--- src/rtl/tdm_demux.sv ---
// Two-channel serial TDM demultiplexer: sync strobe, then WIDTH A bits and WIDTH B bits, MSB first.
// Define TDM_PARITY_EN to add a trailing even-parity bit checked before the words are published.
module tdm_demux #(
  parameter int unsigned WIDTH = 8
) (
  input  logic             clk,
  input  logic             rst_n,
  input  logic             din,
  input  logic             sync,
  output logic [WIDTH-1:0] a_data,
  output logic [WIDTH-1:0] b_data,
  output logic             valid,
  output logic             frame_err
);

  localparam int unsigned CntW = $clog2(WIDTH) + 1;
  localparam logic [CntW-1:0] LastCnt = CntW'(WIDTH - 1);

`ifdef TDM_PARITY_EN
  typedef enum logic [1:0] {StIdle, StRxA, StRxB, StRxPar} state_e;
`else
  typedef enum logic [1:0] {StIdle, StRxA, StRxB} state_e;
`endif

  state_e            state_q;
  logic [CntW-1:0]   cnt_q;
  logic [WIDTH-1:0]  a_sr_q;
  logic [WIDTH-1:0]  b_sr_q;

  always_ff @(posedge clk or negedge rst_n) begin
    if (!rst_n) begin
      state_q   <= StIdle;
      cnt_q     <= '0;
      a_sr_q    <= '0;
      b_sr_q    <= '0;
      a_data    <= '0;
      b_data    <= '0;
      valid     <= 1'b0;
      frame_err <= 1'b0;
    end else begin
      valid     <= 1'b0;
      frame_err <= 1'b0;
      case (state_q)
        StIdle: begin
          if (sync) begin
            state_q <= StRxA;
            cnt_q   <= '0;
          end
        end

        StRxA: begin
          if (sync) begin
            // A stray sync restarts the frame; published words are untouched.
            frame_err <= 1'b1;
            cnt_q     <= '0;
          end else begin
            a_sr_q <= {a_sr_q[WIDTH-2:0], din};
            if (cnt_q == LastCnt) begin
              state_q <= StRxB;
              cnt_q   <= '0;
            end else begin
              cnt_q <= cnt_q + CntW'(1);
            end
          end
        end

`ifdef TDM_PARITY_EN
        StRxB: begin
          if (sync) begin
            frame_err <= 1'b1;
            state_q   <= StRxA;
            cnt_q     <= '0;
          end else begin
            b_sr_q <= {b_sr_q[WIDTH-2:0], din};
            if (cnt_q == LastCnt) begin
              state_q <= StRxPar;
              cnt_q   <= '0;
            end else begin
              cnt_q <= cnt_q + CntW'(1);
            end
          end
        end

        StRxPar: begin
          cnt_q <= '0;
          if (^{a_sr_q, b_sr_q, din} == 1'b0) begin
            a_data <= a_sr_q;
            b_data <= b_sr_q;
            valid  <= 1'b1;
          end else begin
            frame_err <= 1'b1;
          end
          // Sync on the closing edge starts the next frame with no gap.
          state_q <= sync ? StRxA : StIdle;
        end
`else
        StRxB: begin
          if (cnt_q == LastCnt) begin
            // Closing edge: the last B bit goes straight to the output register.
            b_sr_q  <= {b_sr_q[WIDTH-2:0], din};
            a_data  <= a_sr_q;
            b_data  <= {b_sr_q[WIDTH-2:0], din};
            valid   <= 1'b1;
            cnt_q   <= '0;
            state_q <= sync ? StRxA : StIdle;
          end else if (sync) begin
            frame_err <= 1'b1;
            state_q   <= StRxA;
            cnt_q     <= '0;
          end else begin
            b_sr_q <= {b_sr_q[WIDTH-2:0], din};
            cnt_q  <= cnt_q + CntW'(1);
          end
        end
`endif

        default: begin
          state_q <= StIdle;
          cnt_q   <= '0;
        end
      endcase
    end
  end

endmodule

--- config.mk ---
export PLATFORM = sky130hd
export DESIGN_NAME = tdm_demux
export DESIGN_NICKNAME = d
export VERILOG_FILES = /design/src/rtl/tdm_demux.sv
export SDC_FILE = /design/constraint.sdc
export NUM_CORES = 1
export LEC_CHECK = 0
export BUFFER_PORTS_ARGS = -buffer_cell sky130_fd_sc_hd__buf_4
export CORE_MARGIN = 8
export CORE_UTILIZATION = 60
export DETAILED_ROUTE_END_ITERATION = 16
export GPL_ROUTABILITY_DRIVEN = 0
export PLACE_DENSITY_LB_ADDON = 0.05
export SYNTH_ARGS = -nofsm -noshare
export SYNTH_HDL_FRONTEND = slang
export SYNTH_SLANG_ARGS = --single-unit
--- constraint.sdc ---
create_clock -name clk -period 2.9 [get_ports clk]
set_input_delay 0.145 -clock clk [delete_from_list [all_inputs] [get_ports clk]]
set_output_delay 0.145 -clock clk [all_outputs]
set_load 0.02 [all_outputs]
# Word-level counts from Yosys, hierarchy flattened
# Cells that the tools add are included.
[word_totals] in_bits=4 latchBits=0 output_inout_bits=18 mem_bits_ro=0 regBits=39 elab_cells=41 n_memories=0 ram_bits=0
[op_classes] div_mod_pow=0 bitwise=1 n_lt_le_gt_ge=0 n_mul=0 n_shift=0 n_mux=19 eq_ne=7 add_sub_neg=1 n_reduce_logical=5
[ops] op="two-way mux 4 bit" count=5
[ops] op="two-way mux 7 bit" count=2
[ops] op="case mux 4 bit (3 select lines)" count=1
[ops] op="two-way mux 2 bit" count=4
[ops] op="AND reduction 2 bit" count=4
[ops] op="inequality test 2 bit, second input constant" count=3
[ops] op="case mux 2 bit (3 select lines)" count=1
[ops] op="two-way mux 1 bit" count=5
[ops] op="adder 4 x 1 -> 4 bit, second input constant" count=1
[ops] op="equality test 4 x 3 -> 1 bit, second input constant" count=1
[ops] op="equality test 2 x 1 -> 1 bit, second input constant" count=1
[ops] op="equality test 2 bit, second input constant" count=1
[ops] op="logical NOT 2 bit" count=1
[ops] op="inequality test 2 x 1 -> 1 bit, second input constant" count=1
[ops] op="case mux 1 bit (2 select lines)" count=1
[ops] op="NOT 1 bit" count=1

# Longest topological paths before layout
[depth] depth_word=4 depth_mapped=6 mapped_depth_nobuf=5

# Worst setup path after synthesis
# Ideal clock, no wire load.
[synth_path] path_type="reg2reg" startpoint="register cnt_q[0]" endpoint="register a_data[4]" required_time_ns=2.775 setup_slack_ns=1.256 path_stages_with_launch=6 setup_time_ns=0.125 path_buffers=1 t_arrival_ns=1.519 synth_period_minus_slack_ns=1.644 path_cell_list="dfrtp_1 > ha_1 > and3b_4 > nand2_2 > buf_2 > mux2_2"
[synth_between] elab_chain_len=2
[synth_lines] item="start: declaration" line_no="26" source="logic [CntW-1:0] cnt_q;"
[synth_lines] item="start signal: assignment" line_no="62" source="cnt_q <= cnt_q + CntW'(1);"
[synth_lines] item="start signal: assignment" line_no="112" source="cnt_q <= cnt_q + CntW'(1);"
[synth_lines] item="equality test 4 x 3 -> 1 bit" line_no="98" source="if (cnt_q == LastCnt) begin"
[synth_lines] item="AND reduction 2 bit (no source line)"
[synth_lines] item="end signal: assignment" line_no="101" source="a_data <= a_sr_q;"
[synth_lines] item="end: declaration" line_no="10" source="output logic [WIDTH-1:0] a_data,"
# Every way passes these cells.
# A chain may end at the register's enable or synchronous reset.

# Final worst setup path
[layout_path] startpoint="register state_q[1]" endpoint="register a_sr_q[5]"
[layout_between] elab_chain_len=2
[layout_lines] item="start: declaration" line_no="25" source="state_e state_q;"
[layout_lines] item="start signal: assignment" line_no="32" source="state_q <= StIdle;"
[layout_lines] item="start signal: assignment" line_no="46" source="state_q <= StRxA;"
[layout_lines] item="start signal: assignment" line_no="59" source="state_q <= StRxB;"
[layout_lines] item="equality test 2 x 1 -> 1 bit" line_no="43" source="case (state_q)"
[layout_lines] item="AND reduction 2 bit (no source line)"
[layout_lines] item="end signal: assignment" line_no="57" source="a_sr_q <= {a_sr_q[WIDTH-2:0], din};"
[layout_lines] item="end: declaration" line_no="27" source="logic [WIDTH-1:0] a_sr_q;"
# Every way passes these cells.

==> impl_metrics.yaml <==
pwr:
  internal-power_mw: 0.9089
  peakVddDrop_mv: 0.5057
  powerDensity_mw_per_mm2: 644.0
  clkPwrFrac: 0.275
  p_leak_nw: 0.9635
  sw_frac_of_total: 0.2656
  combPwrFrac: 0.187
  switchingPower_mw: 0.3287
  seqPwrFrac: 0.538
cts:
  clkLatencyLatePin_ns: 0.34
  clk_path_buf_depth: 2
  tritoncts.num_buffers: 5
  htree_num_levels: 2
  postCtsHoldBufs: 1
  cts_tree: "yes"
  cts-root-buf: "clkbuf_4"
  clk_pin_slew_ns: 0.10
  clock_sinks: 39
  postCtsSetupRepairBufs: 0
  ctsResizeCount: 0
floorplanning:
  dieArea_mm2: 0.004718
  die_w_um: 68.69
  num_rows: 19
  coreArea_mm2: 0.002686
  die_h_um: 68.69
  start_util: 0.6199
  ios: 22
finish:
  multi_input_area_um2: 649.4
  final_common_cell: "dfrtp_1"
  drive_gt1_frac: 0.4375
  syn_to_final_growth_pct: 15.40
  final_cell_mix: "dfrtp_1, mux2_2, buf_4"
  nets: 153
  seqCellArea_um2: 975.9
  fin_cells: 175
  nFillCells: 187
  antennaDiodeCount: 0
sta:
  drv_slew: 0
  hold_viol_final: 0
  fin_skew_ns: 0.009900
  timing.final.crit_share: 0.6732
  tightest_slew_ns: 0.7299
  setup_viol_count_final: 0
  fin_setup_tns_ns: 0
  final.min_clock_period_ns: 1.952
  fmax_mhz: 512.2
  rsz0062_at_grt: "false"
  setup_ws_ns: 0.9476
  slew_headroom: 0.5124
synthesis:
  synth_nets: 127
  syn_inst: 118
  synth.distinct_cells: 28
  synth_seq_area_share: 0.5860
  synth_area_leader_cell: "dfrtp_1"
  synth_area_leaders: "dfrtp_1, mux2_2, ha_1"
  ys_ff_latch: 39
  synth_area_mm2: 0.001665
  syn_area_per_cell_um2: 14.11
  synth_top_area_share: 0.5860
  yosys_warnings: 0
setup_path:
  end_kind: "register"
  crit_buf_inv: 1
  crit_fanout: 9
  critical-path-max-stage-delay_ns: 0.63
  critPathKind: "register to register"
  crit_path_top_delay_cell: "nor2b_1"
  path_cells: "inv_1 -> ha_1 -> nor2b_1 -> mux2_2"
  cp.arrival_ns: 2.18
  critPathLaunchType: "register"
  crit_required_ns: 3.13
  cp_top_family: "simple AND/OR/NAND/NOR gates"
placement:
  dp.cells: 167
  portBuffers: 21
  place_ws_ns: 0.9529
  dp_hpwl_um: 1940
run:
  maxCapViolCount: 0
drt:
  routed_wirelength_um: 2837
  drt_first_pass_iters: 4
  drt_iter0_drc: 39
  via_per_inst: 5.589
  drc: 0
  drtAntennaViolNets: 0
  dr_total_vias: 978
  wl_per_cell_um: 16.21
global_route:
  antenna_found_initial: 0
  grtUsageTotal: 0.1435
  grt_pass1_wl_um: 4892
  grt_max_degree: 40
  grt_pass1_vias: 1058
  gr-total-overflow: 0
min_path:
  hp-class: "input port to register"
status:
  outcome: "complete, no violations"
==> per-layer routing <==
metal / global-route usage / wire length, um / part of all wire
met1: 0.1647 / 1305 / 0.46
met2: 0.2207 / 1327 / 0.47
met3: 0.05977 / 150 / 0.053
met4: 0.08440 / 55 / 0.019
met5: 0 / 0 / 0
==> Yosys cell counts (all sizes together) <==
cell type / n
nor3: 1
inv: 5
o31a: 1
a211oi: 1
or3: 2
o31ai: 2
buf: 3
nor2: 2
o41ai: 1
mux2: 31
dfrtp: 39
ha: 5
xor2: 1
or4: 1
nand2b: 2
nand2: 5
o21ai: 2
nand3b: 3
and3b: 1
o2bb2ai: 1
a21oi: 2
a21boi: 1
nand3: 1
o211ai: 2
nor2b: 3
==> layout make-up <==
cell class,count,area share
inverter,5,0.009766
clock buffer,6,0.02148
clock inverter,1,0.01563
multi-input combinational,71,0.3379
timing repair buffer,22,0.08724
sequential,39,0.5078
tap,31,0.02018
==> state kept, by name, indices dropped and copies added, names as in the netlist <==
signal and flops:
a_sr_q 8, b_sr_q 7, a_data 8, cnt_q 4, state_q 2, valid 1
frame_err 1, b_data 8
==> power groups by stage <==
stage               Combinational (mW)  Sequential (mW)  Clock [mW]
global placement                 0.220            0.677           0
finish                           0.232            0.666       0.340
CTS                              0.233            0.666       0.352
global route                     0.260            0.678       0.375
detailed placement               0.231            0.676           0
floorplan                        0.181            0.663           0
==> metrics by stage <==
step / power [mW] / area [um^2] / hold WS (ns) / utilization
global route: 1.313 / 1922 / 0.03705 / 0.7154
floorplan: 0.8442 / 1665 / -0.1506 / -
finish: 1.238 / 1922 / 0.05866 / 0.7154
detailed placement: 0.9071 / 1841 / 0.1359 / 0.6851
CTS: 1.251 / 1922 / 0.04455 / 0.7154
global placement: 0.8975 / 1841 / 0.1314 / 0.6851
==> final timing paths <==
check                           start         to  slack (ns)  cells after the start
max                        state_q[1]  a_sr_q[5]        0.95                      4
min                               din  b_data[0]        0.06                      2
max reg2reg                state_q[1]  a_sr_q[5]        0.95                      4
min reg2reg                 b_data[3]  b_data[3]        0.52                      1
max in group asynchronous       rst_n  b_sr_q[0]        2.27                      2
min in group asynchronous       rst_n   cnt_q[2]        0.30                      2
==> kinds of logic after synthesis <==
| kind of cell | count (synthesis) | synth area share |
|---|---|---|
| AOI/OAI and AO/OA | 13 | 0.06011 |
| xor gates and xnor gates | 1 | 0.005260 |
| adders and majority gates | 5 | 0.03757 |
| buffers and inverters | 8 | 0.02404 |
| DFF | 39 | 0.5860 |
| muxes | 31 | 0.2096 |
| and+or+nand+nor | 21 | 0.07738 |
Power figures use the tool's default switching activity.
